File: config.mk
export PLATFORM = sky130hd
export DESIGN_NAME = rolling_stats_producer
export DESIGN_NICKNAME = d
export VERILOG_FILES = /design/src/rtl/rolling_stats_pkg.sv /design/src/rtl/rolling_stats_producer_seq_divider.sv /design/src/rtl/rolling_stats_producer.sv
export SDC_FILE = /design/constraint.sdc
export NUM_CORES = 1
export LEC_CHECK = 0
export ABC_AREA = 1
export ABC_CLOCK_PERIOD_IN_PS = 15300
export BUFFER_PORTS_ARGS = -buffer_cell sky130_fd_sc_hd__buf_2
export CORE_MARGIN = 4
export CORE_UTILIZATION = 65
export DETAILED_ROUTE_END_ITERATION = 7
export PLACE_DENSITY_LB_ADDON = 0.05
export SLEW_MARGIN = 20
export SYNTH_ARGS = -nofsm -noshare
export SYNTH_HDL_FRONTEND = slang
export SYNTH_HIERARCHICAL = 1
export SYNTH_SLANG_ARGS = --single-unit
File: constraint.sdc
create_clock -name clk -period 15.3 [get_ports clk]
set_input_delay 2.295 -clock clk [delete_from_list [all_inputs] [get_ports clk]]
set_output_delay 2.295 -clock clk [all_outputs]
set_load 0.1 [all_outputs]
File: src/rtl/rolling_stats_pkg.sv
// Shared widths, defaults and FSM encoding for the rolling statistics producer.
package rolling_stats_pkg;

   localparam int DEF_DATA_W = 8;
   localparam int DEF_WINDOW = 20;

   function automatic int sum_w(input int dw, input int win);
      return dw + $clog2(win);
   endfunction

   function automatic int sq_w(input int dw, input int win);
      return 2 * dw + $clog2(win);
   endfunction

   typedef enum logic [1:0] {
      IDLE,
      DIV_SUM,
      DIV_SQ,
      OUT
   } state_t;

endpackage

File: src/rtl/rolling_stats_producer_seq_divider.sv
// Restoring divider, one quotient bit per cycle; a shorter iteration count
// divides a zero-extended narrower dividend held in the low bits.
module seq_divider #(
   parameter int W    = 21,
   parameter int QW   = 16,
   parameter int DV_W = 5,
   parameter int CW   = $clog2(W + 1)
) (
   input  logic            clk,
   input  logic            i_rst_n,
   input  logic            i_abort,
   input  logic            i_start,
   input  logic [W-1:0]    i_dividend,
   input  logic [DV_W-1:0] i_divisor,
   input  logic [CW-1:0]   i_iters,
   output logic            o_busy,
   output logic            o_done,
   output logic [QW-1:0]   o_quotient
);

   logic [W-1:0]    r_dvd;
   logic [DV_W-1:0] r_rem;
   logic [DV_W-1:0] r_divisor;
   logic [QW-2:0]   r_quo;
   logic [CW-1:0]   r_cnt;
   logic            r_busy;

   logic [DV_W:0]   w_trial;
   logic            w_ge;
   logic [CW-1:0]   w_shift;

   assign w_trial    = {r_rem, r_dvd[W-1]};
   assign w_ge       = (w_trial >= {1'b0, r_divisor});
   assign w_shift    = CW'(W) - i_iters;
   assign o_quotient = {r_quo, w_ge};
   assign o_busy     = r_busy;
   assign o_done     = r_busy && (r_cnt == CW'(1));

   always_ff @(posedge clk) begin
      if (!i_rst_n) begin
         r_busy    <= 1'b0;
         r_cnt     <= '0;
         r_dvd     <= '0;
         r_rem     <= '0;
         r_divisor <= '0;
         r_quo     <= '0;
      end else if (i_abort) begin
         r_busy <= 1'b0;
         r_cnt  <= '0;
      end else if (i_start) begin
         // Align the meaningful dividend bits to the MSB end.
         r_busy    <= 1'b1;
         r_cnt     <= i_iters;
         r_dvd     <= i_dividend << w_shift;
         r_rem     <= '0;
         r_divisor <= i_divisor;
         r_quo     <= '0;
      end else if (r_busy) begin
         if (w_ge) begin
            r_rem <= DV_W'(w_trial - {1'b0, r_divisor});
         end else begin
            r_rem <= DV_W'(w_trial);
         end
         r_dvd <= {r_dvd[W-2:0], 1'b0};
         r_quo <= o_quotient[QW-2:0];
         r_cnt <= r_cnt - CW'(1);
         if (r_cnt == CW'(1)) begin
            r_busy <= 1'b0;
         end
      end
   end

endmodule

File: src/rtl/rolling_stats_producer.sv
// Windowed sum / sum-of-squares producer with mean and square-mean output.
// ROLLING_STATS_WARMUP_EN: emit statistics over the partial window during fill.
module rolling_stats_producer
   import rolling_stats_pkg::*;
#(
   parameter int DATA_W = DEF_DATA_W,
   parameter int WINDOW = DEF_WINDOW
) (
   input  logic                       clk,
   input  logic                       rst,
   input  logic                       clr,
   input  logic                       in_valid,
   output logic                       in_ready,
   input  logic [DATA_W-1:0]          in_data,
   output logic                       out_valid,
   input  logic                       out_ready,
   output logic [DATA_W-1:0]          mean,
   output logic [2*DATA_W-1:0]        sqr_mean,
   output logic [DATA_W-1:0]          current_data,
   output logic [$clog2(WINDOW+1)-1:0] fill
);

   localparam int SUM_W  = sum_w(DATA_W, WINDOW);
   localparam int SQ_W   = sq_w(DATA_W, WINDOW);
   localparam int FILL_W = $clog2(WINDOW + 1);
   localparam int PTR_W  = $clog2(WINDOW);
   localparam int CNT_W  = $clog2(SQ_W + 1);
   localparam int QW     = 2 * DATA_W;

   state_t              r_state;
   state_t              w_state_nxt;

   logic [DATA_W-1:0]   r_buf [WINDOW];
   logic [PTR_W-1:0]    r_ptr;
   logic [FILL_W-1:0]   r_fill;
   logic [SUM_W-1:0]    r_sum;
   logic [SQ_W-1:0]     r_sumsq;
   logic [DATA_W-1:0]   r_mean;
   logic [DATA_W-1:0]   r_mean_q;
   logic [QW-1:0]       r_sqr;
   logic [DATA_W-1:0]   r_cur;

   logic                w_accept;
   logic                w_full;
   logic                w_go_div;
   logic [DATA_W-1:0]   w_old;
   logic [SUM_W-1:0]    w_sum_nxt;
   logic [SQ_W-1:0]     w_sumsq_nxt;
   logic [FILL_W-1:0]   w_fill_nxt;
   logic [PTR_W-1:0]    w_ptr_nxt;
   logic [FILL_W-1:0]   w_divisor;

   logic                w_div_start;
   logic                w_div_busy;
   logic                w_div_done;
   logic [SQ_W-1:0]     w_div_dividend;
   logic [CNT_W-1:0]    w_div_iters;
   logic [QW-1:0]       w_div_quo;

   assign in_ready     = (r_state == IDLE);
   assign out_valid    = (r_state == OUT);
   assign mean         = r_mean;
   assign sqr_mean     = r_sqr;
   assign current_data = r_cur;
   assign fill         = r_fill;

   assign w_accept = in_valid && (r_state == IDLE) && !clr;
   assign w_full   = (r_fill == FILL_W'(WINDOW));
   assign w_old    = r_buf[r_ptr];

   assign w_fill_nxt = w_full ? r_fill : r_fill + FILL_W'(1);
   assign w_ptr_nxt  = (r_ptr == PTR_W'(WINDOW - 1)) ? '0
                                                     : r_ptr + PTR_W'(1);

   // Add and evict in the same edge so the sums never exceed a full window.
   assign w_sum_nxt = r_sum + SUM_W'(in_data)
                    - (w_full ? SUM_W'(w_old) : '0);
   assign w_sumsq_nxt = r_sumsq
                      + SQ_W'(in_data) * SQ_W'(in_data)
                      - (w_full ? SQ_W'(w_old) * SQ_W'(w_old) : '0);

`ifdef ROLLING_STATS_WARMUP_EN
   assign w_go_div  = 1'b1;
   assign w_divisor = (r_state == IDLE) ? w_fill_nxt : r_fill;
`else
   assign w_go_div  = (w_fill_nxt == FILL_W'(WINDOW));
   assign w_divisor = FILL_W'(WINDOW);
`endif

   assign w_div_start = (w_accept && w_go_div)
                     || (r_state == DIV_SUM && w_div_done && !clr);
   assign w_div_dividend = (r_state == IDLE) ? SQ_W'(w_sum_nxt) : r_sumsq;
   assign w_div_iters    = (r_state == IDLE) ? CNT_W'(SUM_W)
                                             : CNT_W'(SQ_W);

   seq_divider #(
      .W    (SQ_W),
      .QW   (QW),
      .DV_W (FILL_W),
      .CW   (CNT_W)
   ) u_div (
      .clk        (clk),
      .i_rst_n    (rst),
      .i_abort    (clr),
      .i_start    (w_div_start),
      .i_dividend (w_div_dividend),
      .i_divisor  (w_divisor),
      .i_iters    (w_div_iters),
      .o_busy     (w_div_busy),
      .o_done     (w_div_done),
      .o_quotient (w_div_quo)
   );

   always_ff @(posedge clk) begin
      if (!rst) begin
         r_state <= IDLE;
      end else begin
         r_state <= w_state_nxt;
      end
   end

   always_comb begin
      w_state_nxt = r_state;
      unique case (r_state)
         IDLE: begin
            if (in_valid && w_go_div) w_state_nxt = DIV_SUM;
         end
         DIV_SUM: begin
            if (w_div_busy && w_div_done) w_state_nxt = DIV_SQ;
         end
         DIV_SQ: begin
            if (w_div_busy && w_div_done) w_state_nxt = OUT;
         end
         OUT: begin
            if (out_ready) w_state_nxt = IDLE;
         end
         default: w_state_nxt = IDLE;
      endcase
      if (clr) w_state_nxt = IDLE;
   end

   always_ff @(posedge clk) begin
      if (w_accept) begin
         r_buf[r_ptr] <= in_data;
      end
   end

   always_ff @(posedge clk) begin
      if (!rst) begin
         r_ptr    <= '0;
         r_fill   <= '0;
         r_sum    <= '0;
         r_sumsq  <= '0;
         r_mean   <= '0;
         r_mean_q <= '0;
         r_sqr    <= '0;
         r_cur    <= '0;
      end else if (clr) begin
         r_ptr   <= '0;
         r_fill  <= '0;
         r_sum   <= '0;
         r_sumsq <= '0;
      end else begin
         if (w_accept) begin
            r_ptr   <= w_ptr_nxt;
            r_fill  <= w_fill_nxt;
            r_sum   <= w_sum_nxt;
            r_sumsq <= w_sumsq_nxt;
            r_cur   <= in_data;
         end
         if (r_state == DIV_SUM && w_div_done) begin
            r_mean_q <= w_div_quo[DATA_W-1:0];
         end
         // Publish both results together so the pair is always coherent.
         if (r_state == DIV_SQ && w_div_done) begin
            r_mean <= r_mean_q;
            r_sqr  <= w_div_quo;
         end
      end
   end

endmodule

==> metrics <==
Final Setup Violations=0; worst-margin pin slew=1.12 ns; crit path time final=10.40 ns; outcome=complete, no violations; number of flops mapped to enable cells by yosys=160; final slew viol count=0; share of layout cells above drive strength 1=0.0701; Warnings, synthesis=6; part of the power in registers=0.328; Max-slew headroom=0.246; Die Span Y=179 µm; max_cap viols=0; Worst Path Arrival=10.80 ns; Worst-Skew Late Latency=0.52 ns; hold path startpoint=u_div/r_divisor[3]; Avg Cell Area, Syn=8.33 µm²; Max clock buf depth=3; DR iter-0 viols=1421; Initial Utilization=0.662; total power=2.65 mW; remaining global-route overflow=0; die width=179 µm; area grow syn2layout=8.56%; Final Instance Area=20700 µm²; placer congestion estimate=0.936; post-synthesis register bit count=303; final worst path period share=0.679; hold path depth=2; Post-Syn Area=19000 µm²; critical path class=register to register; Post-synth ARST share=0; worst-path maximum fanout=81; Critical-path top delay cell=buf_4; drt first pass iters=6; nets@finish=2529; Worst Path Required=15.70 ns; Comb pwr share=0.336; Startpoint Class=register; Sw Pwr=0.925 mW; leakage=9.35 nW; hold-critical path endpoint=u_div/r_divisor[3]; CTS HTree Levels=2; Buf/Inv on CP=8; maximum vdd drop=0.181 mV; pwr/cell area=128 nW/µm²; Port Buf Inserts=51; GRT Overall Usage=0.298; Worst R2R Path Depth=39; Post-DRT Antenna Nets=0; Post-Syn Instances=2287; DRC viols=0; vias in the first global route=15305; Inserted Clock Buffers=35; dpl cells=2659; final hold viol count=0; flop2flop setup slack=4.90 ns; Post-synth top flop=edfxtp_1; RSZ-0062 raised after global routing=no; sw frac=0.349; largest net degree at the start of global routing=82; Diodes inserted=0; vias=15504; register area share after synthesis=0.403; slowest stage delay, CP=0.61 ns; Worst Skew=0.0216 ns; Cell Rows=62; CP most frequent cell=fa_1; Routed WL=46800 µm; final non-filler cell total=2722; fmax=96.2 MHz; CTS tree=yes; Vias per Instance=5.70; antenna violations before repair=0; post_cts resized=0; Sink Count=303; Fin Setup TNS=0 ns; DP HPWL=31900 µm; Post-CTS Setup Inserts=0; clock share of power=0.336; DR WL/cell=17.2 µm; P_int=1.73 mW; root buf cell=clkbuf_16; Hold/Removal Path Class=register to register; Worst-path clk slew=0.06 ns; first-pass GRT wire length=76300 µm; die area=32100 µm²; Reg-to-Reg End=r_sumsq[19]; hold_buf cts=0; total core area=28800 µm²; kind of end point of the critical path=register; I/O pin cnt=52; DP Area=19500 µm²; Distinct cells, synth=56; delay-heaviest family, CP=adder cells
final cells by class:
type	instances	area, µm²
clock buffers	42	923
clock inverters	21	300
fillers	2249	8100
inverters	350	1320
multi-input cells	1560	9650
flip-flops and latches	303	7670
well taps	384	480
repair buffers	62	338
worst reg2reg max path: cells and delay by family, from the launching register on:
kind / cells / cell delay [ns]
adders and majority gates: 11 / 5.48
DFF: 1 / 0.31
and+or+nand+nor: 13 / 1.46
AOI/OAI and AO/OA: 7 / 1.69
buffers and inverters: 8 / 1.38
metal layers:
layer  share of wire  routed length, µm  track usage
met1            0.41              19300        0.380
met3           0.060               2820       0.0426
met5               0                  0            0
met4           0.032               1510       0.0987
met2            0.50              23200        0.524
worst max-delay path by stage:
stage	end	cells after the start	slack, ns	start
floorplan	r_sumsq[15]	41	6.71	register
global placement	r_sumsq[19]	41	5.12	register
detailed placement	r_sumsq[19]	39	5.11	register
CTS	r_sumsq[19]	39	5.05	register
global route	r_sumsq[17]	41	4.19	register
finish	r_sumsq[19]	39	4.90	register
flip-flops by register name, indices dropped and copies added (netlist names), 5 cells and up, named ones only:
name	cells
fill	5
r_sumsq	21
r_ptr	5
r_buf	160
u_div/r_cnt	5
r_sum	13
mean	8
r_mean_q	8
current_data	8
u_div/r_divisor	5
u_div/r_dvd	21
sqr_mean	16
u_div/r_rem	5
u_div/r_quo	15
synthesized netlist by cell type, drive strengths merged, types with 4 or more instances:
cell	count	area (µm²)
nand2	403	1530
inv	348	1310
nor2	302	1180
o21ai	188	971
nand3	169	851
edfxtp	160	4800
dfxtp	143	2860
a21oi	129	649
ha	115	1440
fa	89	1780
buf	51	330
clkbuf	38	146
xor2	24	210
o221ai	19	173
o22ai	15	100
xnor2	13	140
o211ai	12	90.1
a22oi	11	82.6
nor3	11	71.3
nand4	10	62.6
a21o	7	52.6
a31oi	7	50.1
or2	5	31.3
a21boi	4	41.3
cells by family after synthesis:
| kind of cell | after synthesis | synth area share |
|---|---|---|
| buf+inv | 439 | 0.0943 |
| xor+xnor | 37 | 0.0184 |
| compound gates | 399 | 0.119 |
| fa+ha+maj | 204 | 0.169 |
| flops | 303 | 0.403 |
| other cells | 2 | 0.000394 |
| simple gates | 903 | 0.196 |
cells in the final DEF (no fill, tap or decap), drive strengths merged, types with 19 or more instances in the layout:
| master | count |
|---|---|
| xor2 | 24 |
| o21ai | 188 |
| ha | 115 |
| dfxtp | 143 |
| clkbuf | 42 |
| nor2 | 302 |
| inv | 350 |
| o221ai | 19 |
| nand2 | 403 |
| nand3 | 169 |
| fa | 89 |
| a21oi | 129 |
| edfxtp | 160 |
| buf | 62 |
metrics by stage:
| stage | setup WS (ns) | utilization | hold slack [ns] |
|---|---|---|---|
| 3_3_place_gp | 5.12 | 0.676 | 0.448 |
| 2_1_floorplan | 6.71 | - | 0.433 |
| 6_report | 4.90 | 0.718 | 0.458 |
| 3_5_place_dp | 5.11 | 0.676 | 0.456 |
| 5_1_grt | 4.19 | 0.718 | 0.492 |
| 4_1_cts | 5.05 | 0.718 | 0.465 |
power by group through the flow:
| stage | combinational, mW | sequential (mW) | clock (mW) |
|---|---|---|---|
| 2_1_floorplan | 0.670 | 0.897 | 0 |
| 3_3_place_gp | 0.858 | 0.886 | 0 |
| 3_5_place_dp | 0.869 | 0.886 | 0 |
| 4_1_cts | 0.882 | 0.868 | 0.902 |
| 5_1_grt | 1.03 | 0.869 | 0.937 |
| 6_report | 0.891 | 0.869 | 0.891 |
(Power assumes the default switching activity.)
